File: src/rtl/vadd_pkg.sv
// Shared types and the lane adder used by the vector-add streaming kernel.
// lane_add works on a zero-extended lane of up to MAX_LANE_W bits.
package vadd_pkg;

  typedef enum logic [1:0] {
    MODE_PASS  = 2'd0,
    MODE_PAIR  = 2'd1,
    MODE_ACCUM = 2'd2
  } mode_e;

  typedef enum logic {
    IDLE = 1'b0,
    HOLD = 1'b1
  } fsm_e;

  localparam int MAX_LANE_W = 64;

  // Returns {carry, sum}; operands must already fit in 'width' bits.
  function automatic logic [MAX_LANE_W:0] lane_add(
    input logic [MAX_LANE_W-1:0] a,
    input logic [MAX_LANE_W-1:0] b,
    input int                    width,
    input logic                  sat
  );
    logic [MAX_LANE_W:0] one_s;
    logic [MAX_LANE_W:0] full_s;
    logic [MAX_LANE_W:0] mask_s;
    logic [MAX_LANE_W:0] sum_s;
    logic                carry_s;
    one_s   = {{MAX_LANE_W{1'b0}}, 1'b1};
    full_s  = {1'b0, a} + {1'b0, b};
    mask_s  = (one_s << width) - one_s;
    carry_s = |(full_s & ~mask_s);
    if (sat && carry_s) begin
      sum_s = mask_s;
    end else begin
      sum_s = full_s & mask_s;
    end
    return {carry_s, sum_s[MAX_LANE_W-1:0]};
  endfunction

endpackage

File: src/rtl/vadd_pipe_slice.sv
// One elastic register slice: accepts when empty or when the next stage drains it.
module vadd_pipe_slice
  import vadd_pkg::*;
#(
  parameter int C_DATA_WIDTH = 512
) (
  input  logic                    clk,
  input  logic                    reset,
  input  logic                    in_valid,
  output logic                    in_ready,
  input  logic [C_DATA_WIDTH-1:0] in_data,
  output logic                    out_valid,
  input  logic                    out_ready,
  output logic [C_DATA_WIDTH-1:0] out_data
);

  logic                    valid_r;
  logic [C_DATA_WIDTH-1:0] data_r;

  assign in_ready  = !valid_r || out_ready;
  assign out_valid = valid_r;
  assign out_data  = data_r;

  // Data only moves on accept, so it stays stable while the slice is stalled.
  always_ff @(posedge clk or negedge reset) begin
    if (!reset) begin
      valid_r <= 1'b0;
      data_r  <= {C_DATA_WIDTH{1'b0}};
    end else if (in_valid && in_ready) begin
      valid_r <= 1'b1;
      data_r  <= in_data;
    end else if (out_ready) begin
      valid_r <= 1'b0;
    end else begin
      valid_r <= valid_r;
    end
  end

endmodule

File: src/rtl/vadd_stream_kernel.sv
// Lane-wise vector add streaming kernel: pass, pair-add and group-accumulate
// front end feeding a chain of elastic output slices.
module vadd_stream_kernel
  import vadd_pkg::*;
#(
  parameter int C_DATA_WIDTH = 512,
  parameter int C_LANE_WIDTH = 32,
  parameter int C_STAGES     = 2,
  parameter int C_SATURATE   = 0
) (
  input  logic                    clk,
  input  logic                    reset,
  output logic                    in_ready,
  input  logic                    in_avail,
  input  logic [C_DATA_WIDTH-1:0] in_data,
  input  logic                    in_last,
  input  logic [1:0]              cfg_mode,
  input  logic                    cfg_clear_ovf,
  input  logic                    out_ready,
  output logic                    out_avail,
  output logic [C_DATA_WIDTH-1:0] out_data,
  output logic                    out_ovf
);

  localparam int C_LANES = C_DATA_WIDTH / C_LANE_WIDTH;

  logic                    released_r;
  fsm_e                    state_r, state_s;
  mode_e                   grp_mode_r, grp_mode_s, req_mode_s;
  logic [C_DATA_WIDTH-1:0] hold_r, hold_s, sum_s, emit_data_s;
  logic [C_LANES-1:0]      carry_vec_s;
  logic                    xfer_s, emit_s, add_used_s, ovf_r;
  logic [C_STAGES-1:0]     slice_valid_s, slice_rdy_s, down_rdy_s;
  logic [C_DATA_WIDTH-1:0] slice_data_s [C_STAGES];
  logic                    rdy_unused_s;

  assign xfer_s       = in_ready && in_avail;
  assign in_ready     = released_r && slice_rdy_s[0];
  assign rdy_unused_s = ^slice_rdy_s;
  assign out_avail    = slice_valid_s[C_STAGES-1];
  assign out_data     = slice_data_s[C_STAGES-1];
  assign out_ovf      = ovf_r;

  for (genvar i = 0; i < C_LANES; i++) begin : g_lane
    logic [MAX_LANE_W-1:0] a_s, b_s;
    logic [MAX_LANE_W:0]   r_s;
    logic                  lane_unused_s;
    // Zero-extend both operands into the shared adder width.
    always_comb begin
      a_s = {MAX_LANE_W{1'b0}};
      b_s = {MAX_LANE_W{1'b0}};
      a_s[C_LANE_WIDTH-1:0] = hold_r[i*C_LANE_WIDTH +: C_LANE_WIDTH];
      b_s[C_LANE_WIDTH-1:0] = in_data[i*C_LANE_WIDTH +: C_LANE_WIDTH];
      r_s = lane_add(a_s, b_s, C_LANE_WIDTH, C_SATURATE != 0);
    end
    assign sum_s[i*C_LANE_WIDTH +: C_LANE_WIDTH] = r_s[C_LANE_WIDTH-1:0];
    assign carry_vec_s[i] = r_s[MAX_LANE_W];
    assign lane_unused_s  = ^r_s;
  end

  // Reserved mode encoding behaves as pass-through.
  always_comb begin
    case (cfg_mode)
      2'd1:    req_mode_s = MODE_PAIR;
      2'd2:    req_mode_s = MODE_ACCUM;
      default: req_mode_s = MODE_PASS;
    endcase
  end

  // Front-end group FSM: decides whether a beat is emitted or absorbed into hold_r.
  always_comb begin
    state_s     = state_r;
    grp_mode_s  = grp_mode_r;
    hold_s      = hold_r;
    emit_s      = 1'b0;
    emit_data_s = in_data;
    add_used_s  = 1'b0;
    if (xfer_s) begin
      case (state_r)
        IDLE: begin
          grp_mode_s = req_mode_s;
          if (req_mode_s == MODE_PASS || in_last) begin
            emit_s = 1'b1;
          end else begin
            hold_s  = in_data;
            state_s = HOLD;
          end
        end
        HOLD: begin
          add_used_s  = 1'b1;
          emit_data_s = sum_s;
          if (grp_mode_r == MODE_ACCUM && !in_last) begin
            hold_s = sum_s;
          end else begin
            emit_s  = 1'b1;
            state_s = IDLE;
          end
        end
        default: state_s = IDLE;
      endcase
    end else begin
      state_s = state_r;
    end
  end

  // Ready into slice k: some slice at or beyond k+1 is empty, or the sink accepts.
  always_comb begin
    logic acc_s;
    acc_s      = out_ready;
    down_rdy_s = {C_STAGES{1'b0}};
    for (int k = C_STAGES - 1; k >= 0; k--) begin
      down_rdy_s[k] = acc_s;
      acc_s         = acc_s || !slice_valid_s[k];
    end
  end

  // Group state, partial sum, sticky overflow and the post-reset release flag.
  always_ff @(posedge clk or negedge reset) begin
    if (!reset) begin
      released_r <= 1'b0;
      state_r    <= IDLE;
      grp_mode_r <= MODE_PASS;
      hold_r     <= {C_DATA_WIDTH{1'b0}};
      ovf_r      <= 1'b0;
    end else begin
      released_r <= 1'b1;
      state_r    <= state_s;
      grp_mode_r <= grp_mode_s;
      hold_r     <= hold_s;
      ovf_r      <= cfg_clear_ovf ? 1'b0 : (ovf_r || (add_used_s && |carry_vec_s));
    end
  end

  for (genvar k = 0; k < C_STAGES; k++) begin : g_stage
    logic                    in_valid_s;
    logic [C_DATA_WIDTH-1:0] in_data_s;
    if (k == 0) begin : g_head
      assign in_valid_s = xfer_s && emit_s;
      assign in_data_s  = emit_data_s;
    end else begin : g_body
      assign in_valid_s = slice_valid_s[k-1];
      assign in_data_s  = slice_data_s[k-1];
    end
    vadd_pipe_slice #(.C_DATA_WIDTH(C_DATA_WIDTH)) u_slice (
      .clk       (clk),
      .reset     (reset),
      .in_valid  (in_valid_s),
      .in_ready  (slice_rdy_s[k]),
      .in_data   (in_data_s),
      .out_valid (slice_valid_s[k]),
      .out_ready (down_rdy_s[k]),
      .out_data  (slice_data_s[k])
    );
  end

endmodule

File: config.mk
export PLATFORM = sky130hd
export DESIGN_NAME = vadd_stream_kernel
export DESIGN_NICKNAME = d
export VERILOG_FILES = /design/src/rtl/vadd_pkg.sv /design/src/rtl/vadd_pipe_slice.sv /design/src/rtl/vadd_stream_kernel.sv
export SDC_FILE = /design/constraint.sdc
export NUM_CORES = 2
export LEC_CHECK = 0
export BUFFER_PORTS_ARGS = -buffer_cell sky130_fd_sc_hd__buf_2
export CAP_MARGIN = 30
export CELL_PAD_IN_SITES_DETAIL_PLACEMENT = 0
export CELL_PAD_IN_SITES_GLOBAL_PLACEMENT = 1
export CORE_AREA = 2 2 343 515
export DETAILED_ROUTE_END_ITERATION = 10
export DIE_AREA = 0 0 345 517
export PLACE_DENSITY = 0.84
export SLEW_MARGIN = 20
export SYNTH_ARGS = -nofsm -noshare
export SYNTH_HDL_FRONTEND = slang
export SYNTH_SLANG_ARGS = --single-unit
File: constraint.sdc
create_clock -name clk -period 7.05 [get_ports clk]
set_input_delay 1.41 -clock clk [delete_from_list [all_inputs] [get_ports clk]]
set_output_delay 1.41 -clock clk [all_outputs]
set_load 0.02 [all_outputs]
==> flow_summary.toml <==
[outcome]
outcome = "finished clean"

[cells_and_area]
fin_util_pct = 57.3
drive_gt1_share_pct = 20.5
area_growth_pct = 15.3
fillers = 15400
stdcell_area_sq_um = 99700
nets = 10700
final_cell_count_no_fill = 12200

[timing]
setup_tns_ps = 0
tightest_slew_ps = 1080
min_period_ps = 4360
setup_viol = 0
hold_slack_ps = 472
maxSlewHeadroom_pct = 28.3
final-hold-violation-count = 0
rsz0062_at_grt = "false"
slew_violations = 0
fin_ws_ps = 2690
min_period_over_period_pct = 61.8
max_freq_mhz = 230
skew_ps = 42.4

[cts]
hold_buffers = 0
cts_tree = "built"
post_cts_buffers = 0
cts-root-buf = "clkbuf_16"
cts.sink_count = 1543
clk_latency_ps = 840
cts_made_buffers = 165
ctsLongestPathBuffers = 4
ctsResizeCount = 0
clk_pin_slew_ps = 60
htreeDepth = 4

[routing]
routedWlPerCell_um = 24.6
viasPerCell = 5.86
drc = 0
ant_nets = 0
via_count = 71400
routed_wl_um = 300000
dr.first_iter.drc_count = 4350
drt_pass1_iterations = 6

[logic_synthesis]
yosys_register_bits = 1543
syn_area_sq_um = 86400
synth_area_leaders = "dfrtp_1 45%, ha_1 7.4%, mux2_2 7.3%, o21ai_0 6.2%, nand2_1 5.8%"
syn_avg_cell_area_sq_um = 9.76
synthFlopType = "dfrtp_1"
synth_top_cell_area_share_pct = 44.7
syn_nets = 9910
synth_edf_count = 0
async_flop_share_pct = 100
synth_common_cells = "1543 x dfrtp_1, 1347 x nand2_1, 1066 x o21ai_0"
yosys_warnings = 0
yosys.area.top_type = "dfrtp_1"
synth.yosys.seq_area_share_pct = 44.7
yosysMostFrequentCell = "dfrtp_1"
synthCells = 8860
synth.distinct_cells = 99

[floorplan]
rows = 188
dieArea_sq_um = 178000
ios = 1035
die_y_um = 517
coreArea_sq_um = 174000
initial_core_util_pct = 49.7
fp.dieW_um = 345

[flow_run]
drv_cap = 0

[global_routing]
grt_max_degree = 220
antenna_found_initial = 179
grt_pass1_wl_um = 448000
grt-ovfl-total = 0
grt_util_all_layers_pct = 33.0
grt_pass1_vias = 70800

[setup_path]
worstPathCellList = "buf_2, ha_1, fa_1, a211oi_1, o211a_1, a211oi_1, o41ai_2, o311ai_2, o31ai_2, nor2_1, a31o_2, xnor2_1, a221oi_1"
slowest_stage = "o41ai_2"
worst_setup_path_start_kind = "input port"
critical_path_class = "in -> reg"
critPathMaxStageDelay_ps = 580
end_kind = "flip-flop"
critPathArrivalTime_ps = 5050
required_ps = 7750
crit_fanout = 4
cpMostUsedCell = "a211oi_1"

[worst_hold_path]
hold_path.class = "reg -> reg"

[power]
p_leak_nw = 47.9
power.density_nw_per_um2 = 459
irDropWorstVdd_v = 0.000286
finalPower_mw = 45.8

[placed_design]
post_dp_cell_area_sq_um = 93600
hpwl_um = 229000
place_inst = 11800
gp_congestion = 0.975
port_buffers = 1034
place_ws_ps = 1950
==> final cells by class <==
type / count / area, sq um / area share [%]
multi-input cells: 6752 / 45800 / 45.9
flip-flops and latches: 1543 / 38600 / 38.7
repair buffers: 1104 / 6080 / 6.09
clock buffers: 219 / 4780 / 4.79
well taps: 2280 / 2850 / 2.86
clock inverters: 69 / 965 / 0.968
inverters: 105 / 402 / 0.403
diodes: 101 / 253 / 0.254
==> report_power, final <==
| group | total, mW | switching, mW | internal, mW | leakage, nW |
|---|---|---|---|---|
| Sequential | 14.6 | 2.12 | 12.5 | 19.0 |
| Combinational | 21.8 | 13.2 | 8.62 | 26.1 |
| Clock | 9.37 | 3.83 | 5.53 | 2.82 |
==> cell families (layout without fill, tap and decap cells) <==
| group | after synthesis | in the layout | share of synthesized area, % |
|---|---|---|---|
| AO/OA/AOI/OAI | 2617 | 2617 | 18.3 |
| other | 1 | 102 | 0.00434 |
| buffers and inverters | 565 | 1497 | 2.46 |
| flip-flops | 1543 | 1543 | 44.7 |
| adder cells (fa/ha/maj) | 530 | 530 | 7.81 |
| XOR/XNOR | 413 | 413 | 4.18 |
| AND/OR/NAND/NOR | 2292 | 2292 | 11.3 |
| multiplexers | 899 | 899 | 11.2 |
==> critical path, delay by kind of cell <==
kind	cells	cell delay [ps]
AO/OA/AOI/OAI	8	2620
adder cells (fa/ha/maj)	2	690
XOR/XNOR	1	140
buffers and inverters	1	110
AND/OR/NAND/NOR	1	80
==> final timing paths <==
kind / slack [ps] / to / cells past startpoint / startpoint
min in group asynchronous: 570 / g_stage[0].u_slice.out_data[202] / 1 / reset
hold / removal: 470 / g_stage[0].u_slice.out_data[135] / 2 / g_stage[0].u_slice.out_data[135]
setup reg to reg: 3020 / out_ovf / 11 / hold_r[223]
setup / recovery: 2690 / hold_r[282] / 13 / in_data[256]
hold reg to reg: 470 / g_stage[0].u_slice.out_data[135] / 2 / g_stage[0].u_slice.out_data[135]
max in group asynchronous: 4870 / hold_r[425] / 2 / reset
==> routing by layer <==
layer  global-route usage, %  routed length [um]  vias up
met5                       0                 805        -
met3                    11.0               26400      650
met1                    38.5              116000    34900
li1                        -                   -    33500
met2                    55.1              143000     2156
met4                    15.0               14100      124
==> registers in the layout (all words and copies together), names as in the netlist <==
| name | count |
|---|---|
| hold_r | 512 |
| state_r | 1 |
| grp_mode_r | 2 |
| g_stage.u_slice.out_data | 1024 |
| out_ovf | 1 |
| g_stage.u_slice.out_valid | 2 |
| released_r | 1 |
==> layout by cell type (no fill, tap or decap), types with 132 or more instances in the layout <==
cell type / instances
dfrtp_1: 1542
nand2_1: 1345
o21ai_0: 1064
buf_2: 1033
mux2_2: 557
a21oi_1: 553
ha_1: 514
nor2_1: 424
mux2i_1: 342
a21o_1: 320
xnor2_1: 280
clkbuf_16: 168
xor2_1: 133
a31oi_1: 132
No activity file was read; power rests on OpenSTA's default activity.
